## config.mk

```make
export PLATFORM = sky130hd
export DESIGN_NAME = max_result_fifo
export DESIGN_NICKNAME = d
export VERILOG_FILES = /design/src/rtl/max_result_fifo.sv
export SDC_FILE = /design/constraint.sdc
export NUM_CORES = 1
export LEC_CHECK = 0
export BUFFER_PORTS_ARGS = -buffer_cell sky130_fd_sc_hd__buf_2
export CORE_MARGIN = 2
export CORE_UTILIZATION = 55
export CTS_CLUSTER_SIZE = 10
export DETAILED_ROUTE_END_ITERATION = 10
export GPL_ROUTABILITY_DRIVEN = 1
export PLACE_DENSITY = 0.75
export SYNTH_ARGS = -nofsm -noshare
export SYNTH_HDL_FRONTEND = slang
export SYNTH_SLANG_ARGS = --single-unit
export TNS_END_PERCENT = 1
```

## constraint.sdc

```tcl
create_clock -name clk -period 2.4 [get_ports clk]
set_input_delay 0.48 -clock clk [delete_from_list [all_inputs] [get_ports clk]]
set_output_delay 0.48 -clock clk [all_outputs]
set_load 0.02 [all_outputs]
```

## src/rtl/max_result_fifo.sv

```systemverilog
// Captures each find_max result with a wrapping frame tag into a small FWFT FIFO.
// Results arriving while the FIFO is full and not popping are dropped and counted.
module max_result_fifo #(
  parameter int unsigned WIDTH = 8,
  parameter int unsigned DEPTH = 4,
  parameter int unsigned TAG_W = 8
) (
  input  logic                     clk,
  input  logic                     rst_n,
  input  logic                     done,
  input  logic [WIDTH-1:0]         max_val,
  input  logic                     out_ready,
  input  logic                     clr_ovf,
  output logic                     out_valid,
  output logic [WIDTH-1:0]         out_data,
  output logic [TAG_W-1:0]         out_tag,
  output logic [$clog2(DEPTH):0]   count,
  output logic                     overflow,
  output logic [7:0]               drop_cnt
);

  localparam int unsigned PW = $clog2(DEPTH);
  localparam int unsigned CW = PW + 1;

  logic [WIDTH-1:0] val_mem [DEPTH];
  logic [TAG_W-1:0] tag_mem [DEPTH];
  logic [PW-1:0]    wptr;
  logic [PW-1:0]    rptr;
  logic [TAG_W-1:0] ftag;

  logic          pop_c;
  logic          push_c;
  logic          drop_c;
  logic          full_c;
  logic [CW-1:0] cnt_nxt_c;

  // Handshake decode and next occupancy; a full FIFO still accepts a write while popping.
  always_comb begin
    pop_c     = out_valid & out_ready;
    full_c    = (count == CW'(DEPTH));
    push_c    = done & (~full_c | pop_c);
    drop_c    = done & full_c & ~pop_c;
    cnt_nxt_c = count;
    case ({push_c, pop_c})
      2'b10:   cnt_nxt_c = count + CW'(1);
      2'b01:   cnt_nxt_c = count - CW'(1);
      default: cnt_nxt_c = count;
    endcase
  end

  always_ff @(posedge clk or negedge rst_n) begin
    if (!rst_n) begin
      for (int unsigned i = 0; i < DEPTH; i++) begin
        val_mem[i] <= '0;
        tag_mem[i] <= '0;
      end
      wptr      <= '0;
      rptr      <= '0;
      ftag      <= '0;
      count     <= '0;
      out_valid <= 1'b0;
      overflow  <= 1'b0;
      drop_cnt  <= '0;
    end else begin
      if (push_c) begin
        val_mem[wptr] <= max_val;
        tag_mem[wptr] <= ftag;
        wptr          <= wptr + PW'(1);
      end
      if (pop_c) begin
        rptr <= rptr + PW'(1);
      end
      if (done) begin
        ftag <= ftag + TAG_W'(1);
      end
      count     <= cnt_nxt_c;
      out_valid <= (cnt_nxt_c != '0);
      // A drop in the same cycle as a clear wins over the clear.
      if (drop_c) begin
        overflow <= 1'b1;
        if (clr_ovf) begin
          drop_cnt <= 8'd1;
        end else if (drop_cnt != 8'hFF) begin
          drop_cnt <= drop_cnt + 8'd1;
        end
      end else if (clr_ovf) begin
        overflow <= 1'b0;
        drop_cnt <= '0;
      end
    end
  end

  assign out_data = val_mem[rptr];
  assign out_tag  = tag_mem[rptr];

endmodule
```

After elaboration in Yosys (flattened, before gate mapping)

Index checks and enable logic that the tools add are counted.

Bits in registers: 89
Output and inout port bits: 29

Add/subtract/negate cells: 6
Order comparisons: 3
Eq/ne operators: 4
Multiplexer cells: 17
Bitwise logic cells: 9
Reductions and logical operators: 5

Operators with widths:

| operator              | number |
|---|---|
| $mux W8               | 9 |
| $bwmux W32            | 2 |
| $bmux W8 S2           | 2 |
| $add A8 B1 Y8 const B | 2 |
| $demux W8 S2          | 1 |
| $ne A8 B8 Y1 const B  | 1 |
| $ge A3 B3 Y1 const B  | 2 |
| $not A2 Y3            | 2 |
| $pmux W3 S2           | 1 |
| $add A2 B1 Y2 const B | 2 |
| $and A1 B1 Y1         | 4 |
| $reduce_bool A2 Y1    | 2 |
| $add A3 B1 Y3 const B | 1 |
| $eq A3 B3 Y1 const B  | 1 |
| $lt A3 B1 Y1 const B  | 1 |
| $reduce_bool A3 Y1    | 1 |
| $sub A3 B1 Y3 const B | 1 |
| $eq A2 B1 Y1 const B  | 1 |
| $eq A2 B2 Y1 const B  | 1 |
| $mux W1               | 2 |
| $not A1 Y1            | 2 |
| $reduce_and A2 Y1     | 1 |
| $logic_and A1 B1 Y1   | 1 |
| $or A1 B1 Y1          | 1 |

Longest topological paths before layout

Gate-level depths: netlist of run 1.

Depth after elaboration: 7
Gate-level depth with buffers: 7

Worst setup path after synthesis of run 1

OpenSTA, ideal clock, no wires.

Kind: register to register
Start point: reg out_valid
End point: reg out_valid
Setup time: 0.118 ns
Data arrival time: 1.834 ns
Data required time: 2.282 ns
Slack: 0.447 ns
Stages on the path, launching flop included: 7
Path buffers: 0
Cell sequence: dfrtp_1 > and3b_1 > inv_1 > fa_1 > o32ai_1 > a21oi_1 > a21o_1

Cells in the longest elaborated chain, start to end: 6
Elaborated cells between the ends (all ways): 7

Ends and longest elaborated chain:

| element                                      | RTL line | text |
|---|---|---|
| start: declaration                           | 14       | `output logic out_valid,` |
| start signal: assignment                     | 77       | `out_valid <= (cnt_nxt_c != '0);` |
| $and A1 B1 Y1 (*)                            | 39       | `pop_c = out_valid & out_ready;` |
| $or A1 B1 Y1                                 | 41       | `push_c = done & (~full_c \| pop_c);` |
| $and A1 B1 Y1                                | 41       |  |
| $eq A2 B1 Y1 or $eq A2 B2 Y1 (tied branches) | 44       | `case ({push_c, pop_c})` |
| $pmux W3 S2 (*)                              | 44       |  |
| net cnt_nxt_c[2]                             | 35       | `logic [CW-1:0] cnt_nxt_c;` |
| $reduce_bool A3 Y1 (*)                       | 77       |  |

Mark *: on every way through the listed nets, which the timed path passes. The rest lies on a longest branch.
A chain may end at the register's enable or synchronous reset.

Worst setup path after layout of run 1

Start point: reg rptr[0]
End point: out out_data[3]

Cells in the longest elaborated chain, start to end: 4

Ends and longest elaborated chain:

| element                                     | RTL line | text |
|---|---|---|
| start: declaration                          | 28       | `logic [PW-1:0] rptr;` |
| start signal: assignment                    | 71       | `rptr <= rptr + PW'(1);` |
| $not A2 Y3 (implied by the code)            | 93       | `assign out_data = val_mem[rptr];` |
| $bmux W8 S2                                 | 93       |  |
| $mux W8 (implied by the code) (2 in series) | 93       |  |
| end: declaration                            | 15       | `output logic [WIDTH-1:0] out_data,` |

No other way between the ends. The select of a mux whose other input is x is not followed.

==> metrics.cfg, run 1 <==
[global_route]
grt_overflow = 0
grt_pass1_vias = 2542
grt_max_degree = 39
antenna_found_initial = 0
grt_usage_pct = 19.7
grt_first_pass_wirelength_mm = 12.8

[logic_synthesis]
synth_area_mm2 = 0.00426
ys_seq_area_share_pct = 52.3
synth_cell_types = 43
netlist_instances = 280
synth.avg_cell_area_um2 = 15.2
syn_nets = 300
synth.largest_area_cell = dfrtp_1
synth_common_cells = 89 x dfrtp_1, 40 x mux2_4, 20 x mux2_2, 16 x mux4_2, 9 x a21oi_1
synth_async_sr_flop_share_pct = 100
synth_most_common_cell = dfrtp_1
synth_edf_count = 0
yosys_warnings = 0
synth-seq-cells = 89
ys_dominant_reg_cell = dfrtp_1
synth_top_area_share_pct = 52.3
synthTopCellsByArea = dfrtp_1 52%, mux2_4 14%, mux4_2 8.5%

[timing]
skew_ns = 0.0120
rsz0062_at_grt = false
slew_headroom_pct = 72.2
worstMarginPinSlew_ns = 0.415
fin_crit_sh_pct = 90.1
finalSetupViolations = 0
maxSlewViolCount = 0
period_minus_slack_ns = 2.16
tns_ns = 0
report.final.hold_viol_count = 0
clock.fmax_ghz = 0.462

[setup_path]
ff2ff_setup_slack_ns = 0.42
end_kind = primary output
path_delay_family = multiplexers
cpPeakStageDelay_ns = 0.55
crit_arrival_ns = 1.68
cpMaxStageDelayCell = mux4_2
critPathBufInv = 2
cp-start-kind = flip-flop
critPathRequiredTime_ns = 1.92
path_cells = buf_4 -> mux4_2 -> buf_2
critical_path.max_fanout = 11
critPathKind = reg2out

[cells_and_area]
seq_area_mm2 = 0.00223
syn_to_final_growth_pct = 11.7
multiInputGateArea_mm2 = 0.00192
drive_gt1_share_pct = 44.5
layout.cells.non_filler = 432
fin_area_mm2 = 0.00475
final_nets = 346
n_antenna_cell = 0
n_fill_cell = 606

[pwr]
pwr_density_cell_mw_per_mm2 = 1340
ir_drop_v = 0.000645
p_leak_nw = 2.30

[drt]
ant_nets = 0
vias = 2449
drt-initial-drc-count = 76
drt-total-wl_mm = 7.51
vias_per_cell = 5.67
wl_per_cell_um = 17.4
drc = 0
first_pass_iters = 4

[clock_network]
cts_resized = 0
cts_buffers = 9
clk_pin_slew_ns = 0.09
cts_tree = built
clock_path_buffers = 2
cts_max_level = 3
cts_sinks = 89
cts-root-buf = clkbuf_8
post_cts_buffers = 0
clk_latency_ns = 0.35
cts_hold_buf = 0

[placement]
gp_congestion = 0.794
numPlacedInstances = 417
io_buffers = 41
placedInstanceArea_mm2 = 0.00457
dpl.hpwl_mm = 4.88

[flow_run]
drv_cap = 0

[die]
die_w_um = 92.0
core-area_mm2 = 0.00761
num_io_pins = 42
start_util_pct = 56.0
row_count = 32
chipHeight_um = 92.0
die-area_mm2 = 0.00846

[worst_hold_path]
min_path_type = in2async

[run_status]
outcome = finished, final reports clean

-- logic make-up after synthesis --
family,Yosys count,synth area share (%)
xor gates and xnor gates,11,2.26
adders and majority gates,7,2.23
AOI/OAI and AO/OA,31,5.20
and+or+nand+nor,38,5.53
buffers and inverters,20,2.53
muxes,84,29.9
DFF,89,52.3
-- state kept, by name (all words and copies together), names as in the netlist --
name	flops
ftag	8
rptr	2
out_valid	1
drop_cnt	8
wptr	2
val_mem	32
overflow	1
count	3
tag_mem	32
-- per-stage QoR --
step	utilization (%)	setup WS [ns]	hold slack (ns)	power, mW
after floorplan	-	0.447	0.184	4.78
after global placement	60.1	0.349	0.408	5.38
after detailed placement	60.1	0.306	0.411	5.48
after CTS	62.5	0.204	0.0246	6.43
after global routing	62.5	0.142	0.0261	6.79
final	62.5	0.237	0.0272	6.37
-- where the power goes --
group,switching (mW),internal (mW),total (mW),leakage (nW)
Combinational,1.28,1.55,2.83,1.11
Clock,0.494,0.455,0.949,0.0915
Sequential,0.466,2.13,2.59,1.10
Total,2.24,4.13,6.37,2.30
-- cell type report --
class	instances	share of cell area (%)
well taps	102	2.68
repair buffers	47	5.58
inverters	8	0.632
multi-input cells	171	40.4
clock buffers	13	3.55
flip-flops and latches	89	46.9
clock inverters	2	0.263
-- worst register-to-register path, stage by stage, from the launching register on --
cell and delay, ns:
dfrtp_1 0.49, and3b_1 0.28, inv_1 0.09, fa_1 0.43, o32ai_1 0.30, a21oi_1 0.13, a21o_1 0.16
-- placed cells by master, fill, tap and decap left out, drive strengths merged, types with 2 or more instances in the layout --
master	n
o21ai	6
a21boi	2
xnor2	7
mux2i	2
clkbuf	13
buf	47
o211ai	3
nor3	2
nand4	4
ha	6
nor2	6
or3	3
inv	8
a21oi	9
mux4	16
nand3	6
nand2	11
mux2	66
o2111ai	2
xor2	4
and3	2
dfrtp	89
-- metal layers --
layer | wire length, um | GRT usage [%] | share of wire [%] | vias up
met2 | 3640 | 30.5 | 48 | 44
met3 | 214 | 3.45 | 2.9 | 9
met4 | 112 | 8.46 | 1.5 | 0
met1 | 3540 | 27.7 | 47 | 1275
met5 | 0 | 0 | 0 | -
li1 | - | - | - | 1121
-- final timing paths --
check,startpoint,endpoint,cells after the start
max,rptr[0],out_data[3],3
min,rst_n,val_mem[30],1
max reg2reg,out_valid,out_valid,6
min reg2reg,tag_mem[2],tag_mem[2],1
max in group asynchronous,rst_n,val_mem[13],2
min in group clk,clr_ovf,drop_cnt[7],2
Power figures use the tool's default switching activity.
==> run 2, diff against run 1 <==
HOLD_SLACK_MARGIN = 0.05   (was unset)
==> run 2 against run 1 <==
Combinational power is essentially flat; via count grew 0.16%; sequential power is essentially flat; global-route usage is the same; register-to-register slack is essentially flat; die area is the same; first-iteration DRC count grew 11%; clock power is essentially flat; core utilization grew 0.13 points; sequential share of layout area shrank 0.098 points; maximum frequency is essentially flat; count of clock-buffer cells in the layout is the same; critical endpoint unchanged; highest routed layer unchanged.
==> metrics.cfg, run 2 (synthesis gave the netlist of run 1 again) <==
[clock_network]
post_cts_buffers = 0  ; unchanged
clock_path_buffers = 2  ; unchanged
cts_resized = 0  ; unchanged
cts_max_level = 3  ; unchanged
cts_hold_buf = 1  ; +1
clk_pin_slew_ns = 0.08  ; about the same
cts_sinks = 89  ; unchanged
cts_buffers = 9  ; unchanged
cts_tree = built
clk_latency_ns = 0.35  ; about the same
cts-root-buf = clkbuf_8

[cells_and_area]
final_nets = 347  ; +0.29%
fin_area_mm2 = 0.00476  ; +0.21%
drive_gt1_share_pct = 44.4  ; -0.13 points
syn_to_final_growth_pct = 11.9
mostFrequentLayoutCell = dfrtp_1
final_cell_mix = 89 x dfrtp_1, 40 x mux2_4, 40 x buf_2, 20 x mux2_2, 16 x mux4_2
largest_registers = tag_mem x32, val_mem x32
n_antenna_cell = 0  ; unchanged

[pwr]
power.clock.fraction_pct = 14.9  ; about the same
p_int_mw = 4.13  ; about the same
p_comb_share_pct = 44.4  ; about the same
p_leak_nw = 2.31  ; +0.18%
ir_drop_v = 0.000650  ; +0.78%
pwr_density_cell_mw_per_mm2 = 1340  ; -0.15%
power.share.sequential_pct = 40.7  ; about the same
power.switching_mw = 2.25  ; +0.13%
swShare_pct = 35.2  ; about the same

[die]
start_util_pct = 56.0  ; unchanged
row_count = 32  ; unchanged
core-area_mm2 = 0.00761  ; unchanged
die_w_um = 92.0  ; unchanged
num_io_pins = 42  ; unchanged
chipHeight_um = 92.0  ; unchanged
die-area_mm2 = 0.00846  ; unchanged

[flow_run]
drv_cap = 0  ; unchanged

[worst_hold_path]
min_path_type = in2reg

[setup_path]
cpMaxStageDelayCell = mux4_2
critPathBufInv = 2  ; unchanged
crit_arrival_ns = 1.68  ; about the same
end_kind = primary output
cp-start-kind = flip-flop
critPathRequiredTime_ns = 1.92  ; about the same
critPathKind = reg2out
path_delay_family = multiplexers
path_cells = buf_4 -> mux4_2 -> buf_2
cpPeakStageDelay_ns = 0.55  ; about the same
critical_path.max_fanout = 11  ; unchanged

[drt]
drt-initial-drc-count = 84  ; +11%
ant_nets = 0  ; unchanged
vias = 2453  ; +0.16%
drc = 0  ; unchanged
wl_per_cell_um = 17.4  ; +0.19%
first_pass_iters = 4  ; unchanged
vias_per_cell = 5.67  ; about the same
drt-total-wl_mm = 7.54  ; +0.43%

[global_route]
grt_usage_pct = 19.7  ; unchanged
grt_overflow = 0  ; unchanged
grt_max_degree = 39  ; unchanged
grt_first_pass_wirelength_mm = 12.8  ; unchanged
antenna_found_initial = 0  ; unchanged
grt_pass1_vias = 2542  ; unchanged

[timing]
rsz0062_at_grt = false
slew_headroom_pct = 72.2  ; about the same
fin_crit_sh_pct = 90.2  ; about the same
skew_ns = 0.0118  ; -0.000142 ns
timing.final.ws_setup_ns = 0.236  ; -0.000444 ns
report.final.hold_viol_count = 0  ; unchanged
tns_ns = 0  ; unchanged
worstMarginPinSlew_ns = 0.416  ; +0.000584 ns
maxSlewViolCount = 0  ; unchanged
clock.fmax_ghz = 0.462  ; about the same
period_minus_slack_ns = 2.16  ; +0.000444 ns
finalSetupViolations = 0  ; unchanged

[placement]
placedInstanceArea_mm2 = 0.00457  ; unchanged
io_buffers = 41  ; unchanged
gp_congestion = 0.794  ; unchanged
dp_slack_ns = 0.306  ; unchanged
dpl.hpwl_mm = 4.88  ; unchanged

[run_status]
outcome = finished, final reports clean

[run 2: metrics by stage]
step                cells  total power [mW]  hold WS, ns  utilization, %
finish                433              6.38        0.395            62.6
global route          433              6.79        0.394            62.6
CTS                   433              6.43        0.381            62.6
detailed placement    417              5.48        0.411            60.1
global placement      417              5.38        0.408            60.1
floorplan             280              4.78        0.184               -
[run 2: worst paths after layout]
| check | end | from | cells after the start | slack, ns |
|---|---|---|---|---|
| min in group asynchronous | val_mem[30] | rst_n | 2 | 0.57 |
| setup / recovery | out_data[3] | rptr[0] | 3 | 0.24 |
| max in group asynchronous | val_mem[13] | rst_n | 3 | 1.16 |
| hold / removal | drop_cnt[7] | clr_ovf | 2 | 0.39 |
| hold reg to reg | tag_mem[27] | tag_mem[27] | 1 | 0.50 |
| setup reg to reg | out_valid | out_valid | 6 | 0.41 |
[run 2: worst register-to-register path: cells and delay by family, from the launching register on]
kind	cells	cell delay (ns)
AOI/OAI and AO/OA	3	0.60
adders and majority gates	1	0.43
and+or+nand+nor	1	0.28
DFF	1	0.49
buffers and inverters	1	0.09
[run 2: power groups by stage]
stage	clock (mW)	sequential, mW	combinational [mW]
final	0.948	2.60	2.83
after global routing	1.04	2.69	3.06
after CTS	0.968	2.59	2.87
after detailed placement	0	2.62	2.86
after global placement	0	2.58	2.80
after floorplan	0	2.50	2.28
[run 2: cell type report]
class	count	area, um^2
fillers	605	2840
flip-flops and latches	89	2230
multi-input cells	171	1920
repair buffers	48	275
clock buffers	13	169
well taps	102	128
inverters	8	30.0
clock inverters	2	12.5
[run 2: layer usage]
metal  GRT usage (%)  vias up  wire length, um
met3            3.45        9              196
met4            8.46        0              112
li1                -     1123                -
met1            27.7     1279             3570
met5               0        -                0
met2            30.5       42             3670
